===== config.mk =====
export PLATFORM = sky130hd
export DESIGN_NAME = load_store_unit_flat
export DESIGN_NICKNAME = d
export VERILOG_FILES = /design/src/rtl/load_store_unit_if.sv /design/src/rtl/load_store_unit.sv /design/src/flat_wrapper.sv
export SDC_FILE = /design/constraint.sdc
export NUM_CORES = 1
export LEC_CHECK = 0
export CORE_MARGIN = 4
export CORE_UTILIZATION = 38
export CTS_CLUSTER_DIAMETER = 40
export CTS_CLUSTER_SIZE = 28
export DETAILED_ROUTE_END_ITERATION = 8
export PLACE_DENSITY_LB_ADDON = 0.08
export SETUP_SLACK_MARGIN = 0.5
export SYNTH_ARGS = -nofsm -noshare
export SYNTH_HDL_FRONTEND = slang
export SYNTH_SLANG_ARGS = --single-unit

===== constraint.sdc =====
create_clock -name clk -period 3.6 [get_ports clk]
set_input_delay 0.72 -clock clk [delete_from_list [all_inputs] [get_ports clk]]
set_output_delay 0.72 -clock clk [all_outputs]
set_load 0.02 [all_outputs]

===== src/rtl/load_store_unit_if.sv =====
// Data bus between the load/store unit (master) and data memory (slave):
// req/gnt address phase followed by an rvalid response phase.
interface load_store_unit_if #(
  parameter int ADDR_WIDTH = 32
);
  logic                  data_req_o;
  logic                  data_gnt_i;
  logic                  data_rvalid_i;
  logic [31:0]           data_rdata_i;
  logic [ADDR_WIDTH-1:0] data_addr_o;
  logic                  data_we_o;
  logic [3:0]            data_be_o;
  logic [31:0]           data_wdata_o;

  modport master (
    output data_req_o, data_addr_o, data_we_o, data_be_o, data_wdata_o,
    input  data_gnt_i, data_rvalid_i, data_rdata_i
  );

  modport slave (
    input  data_req_o, data_addr_o, data_we_o, data_be_o, data_wdata_o,
    output data_gnt_i, data_rvalid_i, data_rdata_i
  );
endinterface


===== src/rtl/load_store_unit.sv =====
// BURV data-memory access stage: one req/gnt/rvalid bus transaction per load/store.
// Optional misaligned-access trap: define LSU_MISALIGN_CHECK_EN.
module load_store_unit #(
  parameter int ADDR_WIDTH = 32
) (
  input  logic                  clk,
  input  logic                  rst,
  input  logic                  lsu_en_i,
  input  logic                  irq_i,
  input  logic                  lsu_we_i,
  input  logic [1:0]            lsu_type_i,
  input  logic                  lsu_sign_ext_i,
  input  logic [ADDR_WIDTH-1:0] lsu_addr_i,
  input  logic [31:0]           lsu_wdata_i,
  output logic                  lsu_err_o,
  output logic                  lsu_done_o,
  output logic [31:0]           lsu_rdata_o,
  load_store_unit_if.master     bus
);

  typedef enum logic [1:0] {IDLE, REQ, WAIT_RVALID, DONE} state_e;

  state_e                state_q, state_d;
  logic [ADDR_WIDTH-1:0] addr_q;
  logic [1:0]            type_q, off_q;
  logic                  sign_q, we_q;
  logic [3:0]            be_q, be_d;
  logic [31:0]           wdata_q, wdata_d, rdata_q, load_ext;
  logic [7:0]            byte_sel;
  logic [15:0]           half_sel;
  logic                  start, capture_load;

`ifdef LSU_MISALIGN_CHECK_EN
  assign lsu_err_o = lsu_en_i & (((lsu_type_i == 2'b01) & lsu_addr_i[0]) |
                                 (lsu_type_i[1] & (lsu_addr_i[1:0] != 2'b00)));
`else
  // Misaligned accesses simply run with the low offset bits truncated.
  assign lsu_err_o = 1'b0;
`endif

  assign start = (state_q == IDLE) & lsu_en_i & ~irq_i & ~lsu_err_o;

  // Store lane steering from the live request, captured on accept.
  always_comb begin
    be_d    = 4'b1111;
    wdata_d = lsu_wdata_i;
    case (lsu_type_i)
      2'b00: begin
        be_d    = 4'b0001 << lsu_addr_i[1:0];
        wdata_d = {4{lsu_wdata_i[7:0]}};
      end
      2'b01: begin
        be_d    = 4'b0011 << {lsu_addr_i[1], 1'b0};
        wdata_d = {2{lsu_wdata_i[15:0]}};
      end
      default: ;
    endcase
  end

  always_comb begin
    byte_sel = bus.data_rdata_i[7:0];
    case (off_q)
      2'd1:    byte_sel = bus.data_rdata_i[15:8];
      2'd2:    byte_sel = bus.data_rdata_i[23:16];
      2'd3:    byte_sel = bus.data_rdata_i[31:24];
      default: ;
    endcase
    half_sel = off_q[1] ? bus.data_rdata_i[31:16] : bus.data_rdata_i[15:0];
    case (type_q)
      2'b00:   load_ext = {{24{sign_q & byte_sel[7]}}, byte_sel};
      2'b01:   load_ext = {{16{sign_q & half_sel[15]}}, half_sel};
      default: load_ext = bus.data_rdata_i;
    endcase
  end

  always_comb begin
    state_d      = state_q;
    capture_load = 1'b0;
    case (state_q)
      IDLE:        if (start) state_d = REQ;
      REQ:         if (bus.data_gnt_i) state_d = WAIT_RVALID;
      WAIT_RVALID: if (bus.data_rvalid_i) begin
        state_d      = DONE;
        capture_load = ~we_q;
      end
      DONE:        state_d = IDLE;
      default:     state_d = IDLE;
    endcase
  end

  always_ff @(posedge clk or posedge rst) begin
    if (rst) begin
      state_q <= IDLE;
      addr_q  <= '0;
      off_q   <= '0;
      type_q  <= '0;
      sign_q  <= 1'b0;
      we_q    <= 1'b0;
      be_q    <= '0;
      wdata_q <= '0;
      rdata_q <= '0;
    end else begin
      state_q <= state_d;
      if (start) begin
        addr_q  <= {lsu_addr_i[ADDR_WIDTH-1:2], 2'b00};
        off_q   <= lsu_addr_i[1:0];
        type_q  <= lsu_type_i;
        sign_q  <= lsu_sign_ext_i;
        we_q    <= lsu_we_i;
        be_q    <= be_d;
        wdata_q <= wdata_d;
      end
      if (capture_load) rdata_q <= load_ext;
    end
  end

  // req decodes straight from state so reset drops it asynchronously.
  assign bus.data_req_o   = (state_q == REQ);
  assign bus.data_addr_o  = addr_q;
  assign bus.data_we_o    = we_q;
  assign bus.data_be_o    = be_q;
  assign bus.data_wdata_o = wdata_q;
  assign lsu_done_o       = (state_q == DONE);
  assign lsu_rdata_o      = rdata_q;

endmodule


===== src/flat_wrapper.sv =====
// flat-port wrapper written by rule: the top's interface ports become plain ports
module load_store_unit_flat 
#(
  parameter int ADDR_WIDTH = 32
)
  (clk, rst, lsu_en_i, irq_i, lsu_we_i, lsu_type_i, lsu_sign_ext_i, lsu_addr_i, lsu_wdata_i, lsu_err_o, lsu_done_o, lsu_rdata_o, bus_data_req_o, bus_data_addr_o, bus_data_we_o, bus_data_be_o, bus_data_wdata_o, bus_data_gnt_i, bus_data_rvalid_i, bus_data_rdata_i);
  load_store_unit_if #(.ADDR_WIDTH(ADDR_WIDTH)) bus_i ();
  input  logic clk;
  input  logic rst;
  input  logic lsu_en_i;
  input  logic irq_i;
  input  logic lsu_we_i;
  input  logic [1:0] lsu_type_i;
  input  logic lsu_sign_ext_i;
  input  logic [ADDR_WIDTH-1:0] lsu_addr_i;
  input  logic [31:0] lsu_wdata_i;
  output logic lsu_err_o;
  output logic lsu_done_o;
  output logic [31:0] lsu_rdata_o;
  output wire logic [$bits(bus_i.data_req_o)-1:0] bus_data_req_o;
  output wire logic [$bits(bus_i.data_addr_o)-1:0] bus_data_addr_o;
  output wire logic [$bits(bus_i.data_we_o)-1:0] bus_data_we_o;
  output wire logic [$bits(bus_i.data_be_o)-1:0] bus_data_be_o;
  output wire logic [$bits(bus_i.data_wdata_o)-1:0] bus_data_wdata_o;
  input wire logic [$bits(bus_i.data_gnt_i)-1:0] bus_data_gnt_i;
  input wire logic [$bits(bus_i.data_rvalid_i)-1:0] bus_data_rvalid_i;
  input wire logic [$bits(bus_i.data_rdata_i)-1:0] bus_data_rdata_i;
  assign bus_data_req_o = bus_i.data_req_o;
  assign bus_data_addr_o = bus_i.data_addr_o;
  assign bus_data_we_o = bus_i.data_we_o;
  assign bus_data_be_o = bus_i.data_be_o;
  assign bus_data_wdata_o = bus_i.data_wdata_o;
  assign bus_i.data_gnt_i = bus_data_gnt_i;
  assign bus_i.data_rvalid_i = bus_data_rvalid_i;
  assign bus_i.data_rdata_i = bus_data_rdata_i;
  load_store_unit #(.ADDR_WIDTH(ADDR_WIDTH)) u_core (.clk(clk), .rst(rst), .lsu_en_i(lsu_en_i), .irq_i(irq_i), .lsu_we_i(lsu_we_i), .lsu_type_i(lsu_type_i), .lsu_sign_ext_i(lsu_sign_ext_i), .lsu_addr_i(lsu_addr_i), .lsu_wdata_i(lsu_wdata_i), .lsu_err_o(lsu_err_o), .lsu_done_o(lsu_done_o), .lsu_rdata_o(lsu_rdata_o), .bus(bus_i));
endmodule

==> results.toml <==
[setup_path]
cp_slowest_stage_delay_ns = 0.61
cp-end-kind = "output port"
worstSetupPathType = "reg -> out"
cp.required_ns = 2.88
crit_arrival_ns = 1.68
crit_path_top_delay_cell = "clkdlybuf4s50_1"
cp_max_fo = 4
path_cells = "inv_1, ha_1, clkdlybuf4s50_1"
startpoint_type = "register"

[clock_tree]
postCtsHoldBufs = 0
clock-sinks = 106
cts_made_buffers = 9
cts_resized = 0
clk_path_buf_depth = 2
cts_setup_buffers = 0
clk_latency_ns = 0.36
cts_tree = "done"
cts_root_buf = "clkbuf_16"
cts_max_level = 3
clk_pin_slew_ns = 0.07

[global_route]
grt_pass1_wl_mm = 21.4
antenna_found_initial = 0
grt_max_degree = 47
grt_usage_pct = 18.7
grt_pass1_vias = 4166
grt-ovfl-total = 0

[synthesis]
synth_area_leaders = "dfrtp_1 54%, mux2_2 9.7%, mux2i_1 6.8%"
avgSynthCellArea_sq_um = 10.7
yosysTopAreaCell = "dfrtp_1"
synthAdderAreaFrac_pct = 1.28
synth-compound-area-share_pct = 10.4
synth-seq-cells = 106
synthMuxAreaShare_pct = 16.5
synthDistinctLibCells = 34
synth_xor_area_share_pct = 0
synth_top_family_by_area = "multiplexers"
synthSimpleGateAreaFrac_pct = 13.7
ys_warn_count = 0
synth_top_area_share_pct = 54.4
ys_seq_area_share_pct = 54.4
synthesis.area_sq_um = 4880
synthCells = 457

[die]
num_io_pins = 210
die_x_microns = 121
die_area_sq_um = 14700
start_util_pct = 38.8
die_h_microns = 121
core_area_sq_um = 12600
rows = 41

[flow_run]
drv_cap = 0

[detailed_routing]
drtIter0Drc = 282
wirelength_mm = 13.6
firstDrtPassIters = 6
viasPerCell = 4.85
vias = 4036
drc = 0
wl_per_cell_microns = 16.4
drtAntennaViolNets = 0

[timing]
rsz0062_at_grt = "false"
final_max_slew_viol_count = 0
setup_viol = 0
fin_tns_setup_ns = 0
slew-limit-headroom_pct = 51.0
finalHoldViolCount = 0
fin_crit_sh_pct = 66.7
holdWs_ns = 0.480
worst_slew_pin_slew_ns = 0.733
min_period_ns = 2.40
worst_slack_ns = 1.20
fin_skew_ns = 0.00996
fmax_mhz = 417

[power]
total_power_mw = 6.24
vdd_drop_max_uv = 416
powerDensity_nw_per_um2 = 841
leakagePower_nw = 3.17

[placement]
routabilityCongestion = 0.810
post-place-ws_ns = 0.942
hpwl_mm = 10.2
io_buffers = 206

[cells_and_area]
layout_commonest_cell = "clkdlybuf4s50_1"
diodes = 0
layout_common_cells = "206 x clkdlybuf4s50_1, 106 x dfrtp_1, 63 x nand2_1, 55 x o21ai_0, 42 x mux2_2"
nFillCells = 1078
drive_above_1_share_pct = 11.4
syn_to_final_growth_pct = 52.1
final_nets = 766

[run_status]
status = "finished, final reports clean"

[hold_path]
hold_class = "reg -> reg"
-- metrics by stage --
step / util (%) / cells / cell area (sq um)
final: 59.0 / 832 / 7410
after global routing: 59.0 / 832 / 7410
after CTS: 59.0 / 832 / 7410
after detailed placement: 56.8 / 816 / 7130
after global placement: 56.8 / 816 / 7130
after floorplan: - / 459 / 4890
-- cells by family after synthesis --
family / Yosys count
and+or+nand+nor: 139
DFF: 106
AOI/OAI and AO/OA: 91
muxes: 75
buffers and inverters: 40
adders and majority gates: 5
other: 1
-- cell usage after synthesis, drive strengths merged --
cell,instances
conb,1
o21ba,1
a211oi,3
clkbuf,18
or3,7
nor2,14
nand2b,1
nor3b,1
o311ai,1
o32ai,1
nand3b,9
mux2i,33
a21oi,28
a222oi,1
and3b,1
inv,8
or2,1
nand3,32
o21ai,55
mux2,42
and2b,1
nand2,63
buf,14
o2bb2ai,1
dfrtp,106
nor3,2
or2b,7
ha,5
-- critical path, delay by kind of cell, from the launching register on --
family                     cells  cell delay (ns)
DFF                            1             0.40
buffers and inverters          2             0.74
adders and majority gates      1             0.19
-- metal layers --
metal  GRT usage [%]  wire length, microns  vias up
li1                -                     -     1971
met1            22.3                  5550     1910
met2            30.7                  6630      138
met3            6.90                  1210       17
met4            7.35                   242        0
met5               0                     0        -
-- cell type report --
cell class,count,area [sq um],area share [%]
multi-input combinational,313,2050,27.7
clock inverter,5,37.5,0.506
clock buffer,11,243,3.27
sequential,106,2650,35.8
tap,172,215,2.90
inverter,8,33.8,0.456
timing repair buffer,217,2180,29.4
-- report_power, final --
| group | leakage (nW) | internal, mW | switching [mW] |
|---|---|---|---|
| registers | 1.30 | 1.78 | 0.370 |
| logic | 1.74 | 1.56 | 1.60 |
| clock network | 0.132 | 0.491 | 0.446 |
| total | 3.17 | 3.83 | 2.41 |
-- worst paths after layout --
| path | start | to | slack, ns | depth (start not counted) |
|---|---|---|---|---|
| min | u_core.bus.data_wdata_o[21] | u_core.bus.data_wdata_o[21] | 0.48 | 2 |
| min reg2reg | u_core.bus.data_wdata_o[21] | u_core.bus.data_wdata_o[21] | 0.48 | 2 |
| max reg2reg | u_core.off_q[1] | u_core.lsu_rdata_o[21] | 1.36 | 4 |
| min in group asynchronous | rst | u_core.bus.data_wdata_o[2] | 0.76 | 2 |
| max in group asynchronous | rst | u_core.bus.data_wdata_o[13] | 1.96 | 3 |
| max | u_core.state_q[1] | bus_data_req_o | 1.20 | 3 |
-- registers in the layout (all words and copies together), names as in the netlist --
name and cells:
u_core.state_q 2, u_core.type_q 2, u_core.bus.data_addr_o 30, u_core.bus.data_wdata_o 32
u_core.off_q 2, u_core.sign_q 1, u_core.bus.data_be_o 4, u_core.bus.data_we_o 1
u_core.lsu_rdata_o 32
(Power assumes the default switching activity.)
